$ cat config.mk
export PLATFORM = sky130hd
export DESIGN_NAME = game_state_ctrl
export DESIGN_NICKNAME = d
export VERILOG_FILES = /design/src/rtl/game_state_ctrl.sv
export SDC_FILE = /design/constraint.sdc
export NUM_CORES = 1
export LEC_CHECK = 0
export ABC_CLOCK_PERIOD_IN_PS = 3300
export BUFFER_PORTS_ARGS = -buffer_cell sky130_fd_sc_hd__clkbuf_2
export CORE_MARGIN = 4
export CORE_UTILIZATION = 55
export CTS_CLUSTER_SIZE = 24
export DETAILED_ROUTE_END_ITERATION = 7
export PLACE_DENSITY = 0.83
export SLEW_MARGIN = 20
export SYNTH_ARGS = -nofsm -noshare
export SYNTH_HDL_FRONTEND = slang
export SYNTH_SLANG_ARGS = --single-unit
$ cat constraint.sdc
create_clock -name Clk -period 3.3 [get_ports Clk]
set_input_delay 0.33 -clock Clk [delete_from_list [all_inputs] [get_ports Clk]]
set_output_delay 0.33 -clock Clk [all_outputs]
set_load 0.05 [all_outputs]
$ cat src/rtl/game_state_ctrl.sv
// Game controller: frame-strobe edge detect, pixel collision latch, IDLE/PLAY/OVER
// state machine, score / high-score / speed-level bookkeeping for the display path.
module game_state_ctrl #(
  parameter int         SCORE_DIV  = 6,
  parameter int         LEVEL_STEP = 100,
  parameter int         MAX_LEVEL  = 7,
  parameter int         MAX_SCORE  = 9999,
  parameter logic [7:0] KEY_START  = 8'h2C
) (
  input  logic        Clk,
  input  logic        Reset,
  input  logic        frame_clk,
  input  logic [7:0]  keycode,
  input  logic [9:0]  DrawX,
  input  logic [9:0]  DrawY,
  input  logic        is_stickman,
  input  logic        is_obstacle,
  output logic        restart,
  output logic        freeze,
  output logic        running,
  output logic        game_over,
  output logic [13:0] score,
  output logic [13:0] high_score,
  output logic [2:0]  speed_level
);

  localparam int FW = (SCORE_DIV > 1) ? $clog2(SCORE_DIV) : 1;
  localparam int LW = (LEVEL_STEP > 1) ? $clog2(LEVEL_STEP) : 1;

  typedef enum logic [1:0] {IDLE, PLAY, OVER} state_t;

  state_t        state, state_nxt;
  logic          frame_d, fe, key_prev, hit;
  logic          key_now, key_press, pix_hit;
  logic          enter_play, enter_over, tick;
  logic [FW-1:0] frame_cnt;
  logic [LW-1:0] level_cnt;

  assign key_now   = (keycode == KEY_START);
  assign key_press = key_now & ~key_prev;
  assign pix_hit   = (state == PLAY) && is_stickman && is_obstacle &&
                     (DrawX < 10'd640) && (DrawY < 10'd480);

  always_comb begin
    state_nxt  = state;
    enter_play = 1'b0;
    enter_over = 1'b0;
    tick       = 1'b0;
    if (fe) begin
      case (state)
        IDLE: if (key_press) begin
          state_nxt  = PLAY;
          enter_play = 1'b1;
        end
        PLAY: if (hit) begin
          // A pending collision wins over the score tick of the same frame.
          state_nxt  = OVER;
          enter_over = 1'b1;
        end else begin
          tick = 1'b1;
        end
        OVER: if (key_press) begin
          state_nxt  = PLAY;
          enter_play = 1'b1;
        end
        default: state_nxt = IDLE;
      endcase
    end
  end

  always_ff @(posedge Clk) begin
    if (Reset) begin
      state     <= IDLE;
      restart   <= 1'b1;
      freeze    <= 1'b0;
      running   <= 1'b0;
      game_over <= 1'b0;
    end else begin
      state     <= state_nxt;
      restart   <= (state_nxt == IDLE) | enter_play;
      freeze    <= (state_nxt == OVER);
      running   <= (state_nxt == PLAY);
      game_over <= (state_nxt == OVER);
    end
  end

  always_ff @(posedge Clk) begin
    if (Reset) begin
      frame_d     <= 1'b0;
      fe          <= 1'b0;
      key_prev    <= 1'b0;
      hit         <= 1'b0;
      frame_cnt   <= '0;
      level_cnt   <= '0;
      score       <= '0;
      high_score  <= '0;
      speed_level <= '0;
    end else begin
      frame_d <= frame_clk;
      fe      <= frame_clk & ~frame_d;
      if (fe)
        key_prev <= key_now;
      // Set beats clear so a hit on the fe cycle carries into the next frame.
      if (pix_hit)
        hit <= 1'b1;
      else if (fe)
        hit <= 1'b0;

      if (enter_play) begin
        frame_cnt   <= '0;
        level_cnt   <= '0;
        score       <= '0;
        speed_level <= '0;
      end else if (tick) begin
        if (frame_cnt == FW'(SCORE_DIV - 1)) begin
          frame_cnt <= '0;
          if (score != 14'(MAX_SCORE)) begin
            score <= score + 14'd1;
            // level_cnt mirrors score modulo LEVEL_STEP, avoiding a divider.
            if (level_cnt == LW'(LEVEL_STEP - 1)) begin
              level_cnt <= '0;
              if (speed_level != 3'(MAX_LEVEL))
                speed_level <= speed_level + 3'd1;
            end else begin
              level_cnt <= level_cnt + LW'(1);
            end
          end
        end else begin
          frame_cnt <= frame_cnt + FW'(1);
        end
      end

      if (enter_over && (score > high_score))
        high_score <= score;
    end
  end

endmodule

==> flow_summary.ini, run 1 <==
[logic_synthesis]
synth_seq_cells = 50
synth-edff-count = 0
syn_avg_cell_area_um2 = 8.916
syn_inst = 285
synth_top_area_share_pct = 39.39
seq_area_frac_synth_pct = 39.39
synth_area_leaders = dfxtp_1 (39%), ha_1 (8.9%), xnor2_1 (5.2%), a22o_1 (4.5%), nor2_1 (4.3%)
yosys.area.top_type = dfxtp_1
yosys.cell_types.count = 49
async_flop_share_pct = 0
netlist_area_um2 = 2541
syn-num-nets = 336
synthFlopType = dfxtp_1
yosysWarnings = 0

[min_path]
hold-path-cell-count = 2
hold_path.class = primary input to flip-flop

[layout]
syn2layout_area_growth_pct = 17.18
layout_common_cells = clkbuf_2 (55), dfxtp_1 (50), nor2_1 (29), nand2_1 (21), inv_1 (19)
nFillCells = 370
fin_nets = 391
final_common_cell = clkbuf_2
antennaDiodeCount = 0
layout-drive-gt1-share_pct = 22.29

[sta]
period_share_pct = 72.94
tns_ps = 0
max_freq_mhz = 415.4
final-hold-violation-count = 0
rsz0062_at_grt = false
skew_ps = 7.622
max_slew_margin_pct = 47.04
final-max-slew-violation-count = 0
period_needed_ps = 2407
tightest_slew_ps = 791.6
setup_viol = 0
fin_ws_ps = 892.9

[drt]
drt_iter0_drc = 104
routed_wl_um = 5684
routedWlPerCell_um = 14.46
via_per_inst = 5.809
drcViolationCount = 0
vias = 2283
detail-route-antenna-nets = 0
drtPass1Iterations = 6

[run]
drv_cap = 0

[global_routing]
grt_pass1_wl_um = 9522
grt.total_usage_pct = 19.19
grt_max_degree = 22
grt_overflow = 0
antenna_found_initial = 0
first_global_vias = 2177

[clocking]
root_buffer = clkbuf_8
cts.clk_slew.worst_paths_ps = 90
cts_htree_levels = 2
clock_sinks = 50
cts_tree = done
cts.hold.buffers_added = 0
ctsResizeCount = 0
clk_latency_ps = 300
post-cts-setup-buffers = 0
clockBufferDepth = 2
cts_made_buffers = 5

[die]
core_um2 = 4414
die_y_um = 75.98
die-area_um2 = 5772
ios = 68
die_w_um = 75.98
start_util_pct = 57.57
rows = 24

[placement]
dpl.hpwl_um = 4205
place_congestion = 0.8284
place_ws_ps = 923.4
port_buffers = 55

[pwr]
switching_share_pct = 20.25
p_seq_share_pct = 58.3
vdd_drop_max_uv = 205.5
comb_power_share_pct = 2.7
p_clk_share_pct = 39.0
switchingPower_uw = 210.3
p_int_uw = 828.4
p_leak_uw = 0.001245
powerDensity_nw_per_um2 = 348.8
power_uw = 1039

[run_status]
status = complete, no violations

[setup_path]
crit_path_start_kind = flip-flop
cp_max_fo = 13
worstSetupEndpointType = flip-flop
cp_data_arrival_time_ps = 2640
r2r_cells = 6
setup.worst_path.class = flip-flop to flip-flop
worstPathRequired_ps = 3530
-- through the flow --
step / instance area [um^2] / cells / utilization, % / hold WS [ps]
3_3_place_gp: 2856 / 385 / 64.71 / 377.6
3_5_place_dp: 2868 / 385 / 64.97 / 382.4
6_report: 2978 / 393 / 67.46 / 274.8
2_1_floorplan: 2541 / 285 / - / 367.4
5_1_grt: 2978 / 393 / 67.46 / 279.9
4_1_cts: 2978 / 393 / 67.46 / 276.0
-- routing by layer --
layer  up-vias  global-route usage (%)  wire, um
met4         0                   6.406        57
met1      1104                   23.64      2543
met2        39                   33.30      2878
met3         5                   3.546       204
met5         -                       0         0
li1       1135                       -         -
-- power by group through the flow --
stage / Combinational [uW] / Sequential, uW / Clock (uW)
after floorplan: 12.2 / 619 / 0
after global placement: 27.1 / 619 / 0
after detailed placement: 28.6 / 619 / 0
after CTS: 28.7 / 605 / 411
after global routing: 31.2 / 606 / 436
final: 28.4 / 605 / 405
-- cell usage after synthesis (2+ instances only) --
cell type  count
dfxtp_1       50
nor2_1        29
nand2_1       21
inv_1         19
a21oi_1       18
ha_1          18
xnor2_1       15
a22o_1        13
nand3_1       12
nor4_1        11
nand4_1        8
o21ai_0        8
nor2b_1        6
mux2i_1        5
clkbuf_1       4
nor3_1         4
and2_1         3
and3_1         3
nor4b_1        3
buf_2          2
buf_4          2
nand2b_1       2
o31a_1         2
or2_2          2
-- cells by family (layout without fill, tap and decap cells) --
kind of cell / count (synthesis) / count (layout) / synth area share, %
flip-flops: 50 / 50 / 39.39
XOR/XNOR: 15 / 15 / 5.170
AND/OR/NAND/NOR: 115 / 115 / 25.06
buffers and inverters: 29 / 85 / 4.972
AO/OA/AOI/OAI: 53 / 53 / 14.58
adder cells (fa/ha/maj): 18 / 18 / 8.863
multiplexers: 5 / 5 / 1.970
-- layout make-up --
type                    count  area [um^2]  area share (%)
well taps                  52        65.06           2.185
clock buffers               8        110.1           3.697
inverters                  19        71.32           2.395
multi-input cells         206         1433           48.11
repair buffers             58        297.8           10.00
flip-flops and latches     50         1001           33.61
-- flip-flops by register name, summed over array words and instances (netlist names), 2 cells and up --
register     cells
high_score      14
score           14
level_cnt        7
frame_cnt        3
speed_level      3
state            2
-- path summary, 6_finish.rpt --
path / slack [ps] / startpoint / to
worst max-delay path: 890 / score[3]$_SDFFE_PP0P_ / high_score[2]$_SDFFE_PP0P_
worst min-delay path: 270 / frame_clk / frame_d$_SDFF_PP0_
worst max register to register: 890 / score[3]$_SDFFE_PP0P_ / high_score[2]$_SDFFE_PP0P_
worst min register to register: 400 / frame_d$_SDFF_PP0_ / fe$_SDFF_PP0_
-- critical path, stage by stage, from the launching register on --
cell and delay (ps):
dfxtp_1 550, ha_1 320, a21o_1 190, nand3_1 100
a311oi_1 160, o41ai_4 750, a22o_1 270
No activity file was read; power rests on OpenSTA's default activity.
==> run 2, diff against run 1 <==
- ABC_CLOCK_PERIOD_IN_PS: 3300 -> 2100
- CORE_UTILIZATION: 55 -> 47
- PLACE_DENSITY: 0.83 -> 0.75
- clock period: 3.3 -> 2.1 ns (I/O delays scaled with it)
==> run 2 against run 1 <==
  * The run now ends with setup timing left
  * Clock skew decreased by 0.80 ps
  * Clock power increased by 61%
  * Register-to-register slack got worse by 940 ps
  * Via count increased by 3.3%
  * Critical path depth increased by 2
  * Critical path type unchanged
  * Wire length increased by 14%
  * Fmax increased by 12%
  * Combinational power increased by 85%
  * Flip-flop and latch count unchanged
  * Non-clock buffer count increased by 26
  * Count of clock-buffer cells in the layout decreased by 1
  * Utilization decreased by 2.2 points
==> flow_summary.ini, run 2 (synthesis gave the netlist of run 1 again) <==
[run_status]
status = finished with violations
violations = setup timing

[die]
die_w_um = 81.53
die_y_um = 81.53
start_util_pct = 49.13
rows = 26
die-area_um2 = 6647
core_um2 = 5172
ios = 68

[clocking]
cts_tree = done
root_buffer = clkbuf_8
clockBufferDepth = 2
clk_latency_ps = 310
cts.clk_slew.worst_paths_ps = 90
clock_sinks = 50
cts.hold.buffers_added = 0
cts_htree_levels = 2
cts_made_buffers = 5

[min_path]
hold_path.class = primary input to flip-flop

[drt]
routedWlPerCell_um = 14.83
detail-route-antenna-nets = 0
vias = 2358
drcViolationCount = 0
drt_iter0_drc = 170
routed_wl_um = 6464
via_per_inst = 5.408
drtPass1Iterations = 4

[placement]
dpl.hpwl_um = 4482
place_congestion = 0.8452
place_ws_ps = -11.65
port_buffers = 55

[sta]
final-hold-violation-count = 0
final-max-slew-violation-count = 0
skew_ps = 6.822
rsz0062_at_grt = true
setup_viol = 11
tightest_slew_ps = 485.5
max_slew_margin_pct = 67.33
fin_ws_ps = -45.30
max_freq_mhz = 466.1
tns_ps = -367.1
period_share_pct = 102.2
period_needed_ps = 2145
holdWs_ps = 153.6

[setup_path]
cp_max_fo = 7
worstSetupEndpointType = flip-flop
crit_path_start_kind = flip-flop
worstPathRequired_ps = 2350
cp_data_arrival_time_ps = 2400
setup.worst_path.class = flip-flop to flip-flop

[global_routing]
grt.total_usage_pct = 18.24
first_global_vias = 2052
grt_max_degree = 22
antenna_found_initial = 0
grt_overflow = 0
grt_pass1_wl_um = 9459

[run]
drv_cap = 0

[pwr]
vdd_drop_max_uv = 331.9
p_leak_uw = 0.001420
powerDensity_nw_per_um2 = 489.6

[layout]
nFillCells = 423
final_common_cell = clkbuf_2
reg_top3 = high_score: 14 flops, score: 14 flops, level_cnt: 7 flops
antennaDiodeCount = 0
layout-drive-gt1-share_pct = 39.89
layout_common_cells = clkbuf_2 (55), nor2_1 (29), buf_4 (28), dfxtp_2 (25), dfxtp_1 (22)
fin_nets = 417
syn2layout_area_growth_pct = 32.84
## run 2: final timing paths
kind,from,to,slack (ps),cells past startpoint
min,frame_clk,frame_d$_SDFF_PP0_,150,2
max,score[12]$_SDFFE_PP0P_,high_score[7]$_SDFFE_PP0P_,-50,8
min reg2reg,frame_d$_SDFF_PP0_,fe$_SDFF_PP0_,390,1
max reg2reg,score[12]$_SDFFE_PP0P_,high_score[7]$_SDFFE_PP0P_,-50,8
## run 2: timing repair
action,4_1_cts,5_1_grt
setup buffers,0,8
cloned,0,1
gates resized for setup,3,20
pin swaps,0,2
endpoints found under the setup margin,11,17
## run 2: layer usage
metal	track usage [%]	part of all wire, %
met3	3.618	4.5
met2	30.54	50
met4	6.081	1.5
met1	23.37	44
met5	0	0
## run 2: worst max-delay path, cell delays in order, from the launching register on
cell and delay, ps:
dfxtp_2 370, ha_1 310, nand4_1 150, buf_4 150
nor4_4 40, or2_2 310, a311oi_2 380, buf_4 230
a22o_1 130
## run 2: power by group
| part | internal, uW | total, uW | switching, uW | leakage [uW] |
|---|---|---|---|---|
| sequential | 945 | 947 | 1.83 | 0.000418 |
| combinational | 24.8 | 52.6 | 27.7 | 0.000946 |
| clock | 334 | 654 | 320 | 0.0000555 |
| total | 1300 | 1650 | 349 | 0.00142 |
## run 2: stage by stage
stage	total power [uW]	util, %	cell area [um^2]	cells
2_1_floorplan	990.1	-	2589	285
3_3_place_gp	1020	59.12	3058	420
3_5_place_dp	1022	59.12	3058	420
4_1_cts	1665	61.54	3183	427
5_1_grt	1707	65.26	3376	436
6_report	1653	65.26	3376	436
## run 2: cell type report
cell class,instances,area [um^2],area share (%)
Tap cell,70,87.58,2.595
Multi-Input combinational cell,206,1560,46.22
Clock buffer,7,107.6,3.188
Sequential cell,50,1044,30.91
Inverter,19,71.32,2.113
Timing Repair Buffer,84,505.5,14.97
==> run 3, diff against run 2 <==
- REMOVE_ABC_BUFFERS: default -> 1
==> run 3 against run 2 <==
  * The run still ends with setup timing left
  * Cell count grew 2.1%
  * Clock power grew 1%
  * Die area is the same
  * Non-clock buffer count grew 8
  * Sequential power grew 0.4%
  * Hold slack gained 2.6 ps
  * Wire length grew 1.1%
  * Count of clock-buffer cells in the layout is the same
  * Clock skew grew 3.2 ps
  * Fmax grew 1.6%
  * Largest cell class unchanged
==> flow_summary.ini, run 3 (synthesis gave the netlist of run 1 again) <==
[die]
die_w_um = 81.53
die_y_um = 81.53
ios = 68
rows = 26
core_um2 = 5172
start_util_pct = 49.13
die-area_um2 = 6647

[setup_path]
crit_path_start_kind = flip-flop
critPathSlowestCell = dfxtp_1
startpoint = score[13]$_SDFFE_PP0P_
cp_max_fo = 5
slowest_delay_ps = 460
worstPathRequired_ps = 2350
timing.rr.start = score[13]$_SDFFE_PP0P_
cp_data_arrival_time_ps = 2360
setup.worst_path.class = flip-flop to flip-flop
worstSetupEndpointType = flip-flop
path_cells = ha_4 -> buf_4 -> a21oi_1 -> o21ai_0 -> o41ai_2 -> buf_4 -> a22o_1
cp_common_cell = buf_4

[global_routing]
grt_overflow = 0
grt_max_degree = 17
grt_pass1_wl_um = 9701
antenna_found_initial = 0
grt.total_usage_pct = 18.73
first_global_vias = 2160

[run_status]
violations = setup timing
status = finished with violations

[clocking]
cts_htree_levels = 2
clockBufferDepth = 2
clock_sinks = 50
cts_made_buffers = 5
cts.clk_slew.worst_paths_ps = 90
cts.hold.buffers_added = 0
clk_latency_ps = 300
root_buffer = clkbuf_8
cts_tree = done

[pwr]
vdd_drop_max_uv = 416.4
p_int_uw = 1329
switchingPower_uw = 334.6
powerDensity_nw_per_um2 = 488.4
switching_share_pct = 20.12
comb_power_share_pct = 3.1
p_clk_share_pct = 39.8
power_uw = 1663
p_leak_uw = 0.001446
p_seq_share_pct = 57.2

[sta]
skew_ps = 10.05
final-max-slew-violation-count = 0
final-hold-violation-count = 0
max_freq_mhz = 473.7
period_share_pct = 100.5
tightest_slew_ps = 467.1
period_needed_ps = 2111
tns_ps = -30.94
fin_ws_ps = -11.18
setup_viol = 4
max_slew_margin_pct = 68.60

[layout]
fin_nets = 425
nFillCells = 408
reg_top3 = high_score: 14 flops, score: 14 flops, level_cnt: 7 flops
final_common_cell = clkbuf_2
syn2layout_area_growth_pct = 34.02
layout_common_cells = clkbuf_2 (55), dfxtp_1 (36), buf_4 (34), nor2_1 (29), nand2_1 (21)
antennaDiodeCount = 0
fin_util_pct = 65.84
layout-drive-gt1-share_pct = 35.73

[drt]
drtPass1Iterations = 4
routedWlPerCell_um = 14.69
vias = 2414
detail-route-antenna-nets = 0
drcViolationCount = 0
routed_wl_um = 6536
via_per_inst = 5.425
drt_iter0_drc = 130

[run]
drv_cap = 0

[placement]
place_ws_ps = 13.74
port_buffers = 55
dpl.hpwl_um = 4479
place_congestion = 0.8104

[min_path]
hold_start = frame_clk
hold_path.class = primary input to flip-flop
run 3: routing by layer:
| metal | GRT usage (%) | up-vias | part of all wire, % |
|---|---|---|---|
| met1 | 23.53 | 1129 | 44 |
| met2 | 31.84 | 67 | 48 |
| li1 | - | 1206 | - |
| met5 | 0 | - | 0 |
| met3 | 3.947 | 12 | 6.2 |
| met4 | 6.081 | 0 | 1.7 |
run 3: final cells by class:
type                    count  area (um^2)  area share [%]
clock buffers               7        76.32           2.241
clock inverters             1        30.03          0.8817
inverters                  19        71.32           2.094
multi-input cells         206         1555           45.66
flip-flops and latches     50         1018           29.90
well taps                  70        87.58           2.572
repair buffers             92        566.8           16.64
run 3: worst paths after layout:
check,slack (ps),cells past startpoint,endpoint
min reg2reg,400,1,fe$_SDFF_PP0_
min,160,2,frame_d$_SDFF_PP0_
max,-10,7,high_score[12]$_SDFFE_PP0P_
max reg2reg,-10,7,high_score[12]$_SDFFE_PP0P_
run 3: per-stage QoR:
stage | area, um^2 | hold WS, ps | cells
6_report | 3406 | 156.2 | 445
5_1_grt | 3406 | 152.4 | 445
4_1_cts | 3176 | 147.7 | 433
3_5_place_dp | 3057 | 391.7 | 425
3_3_place_gp | 3057 | 371.9 | 425
2_1_floorplan | 2486 | 279.1 | 275
run 3: repair_timing:
item	in CTS	in global routing
gates resized for setup	2	32
setup endpoints to repair	10	28
setup buffers	0	11
cloned	0	2
pin swaps	1	8
run 3: power groups by stage:
stage | Combinational [uW] | Sequential, uW | Clock (uW)
5_1_grt | 56.0 | 952 | 722
3_5_place_dp | 48.2 | 973 | 0
2_1_floorplan | 14.9 | 973 | 0
3_3_place_gp | 47.4 | 973 | 0
4_1_cts | 48.6 | 951 | 679
6_report | 50.9 | 951 | 662
run 3: worst max-delay path, delay by kind of cell (launching register included):
kind	cells	cell delay (ps)
fa+ha+maj	1	250
flops	1	460
compound gates	4	980
buf+inv	2	370
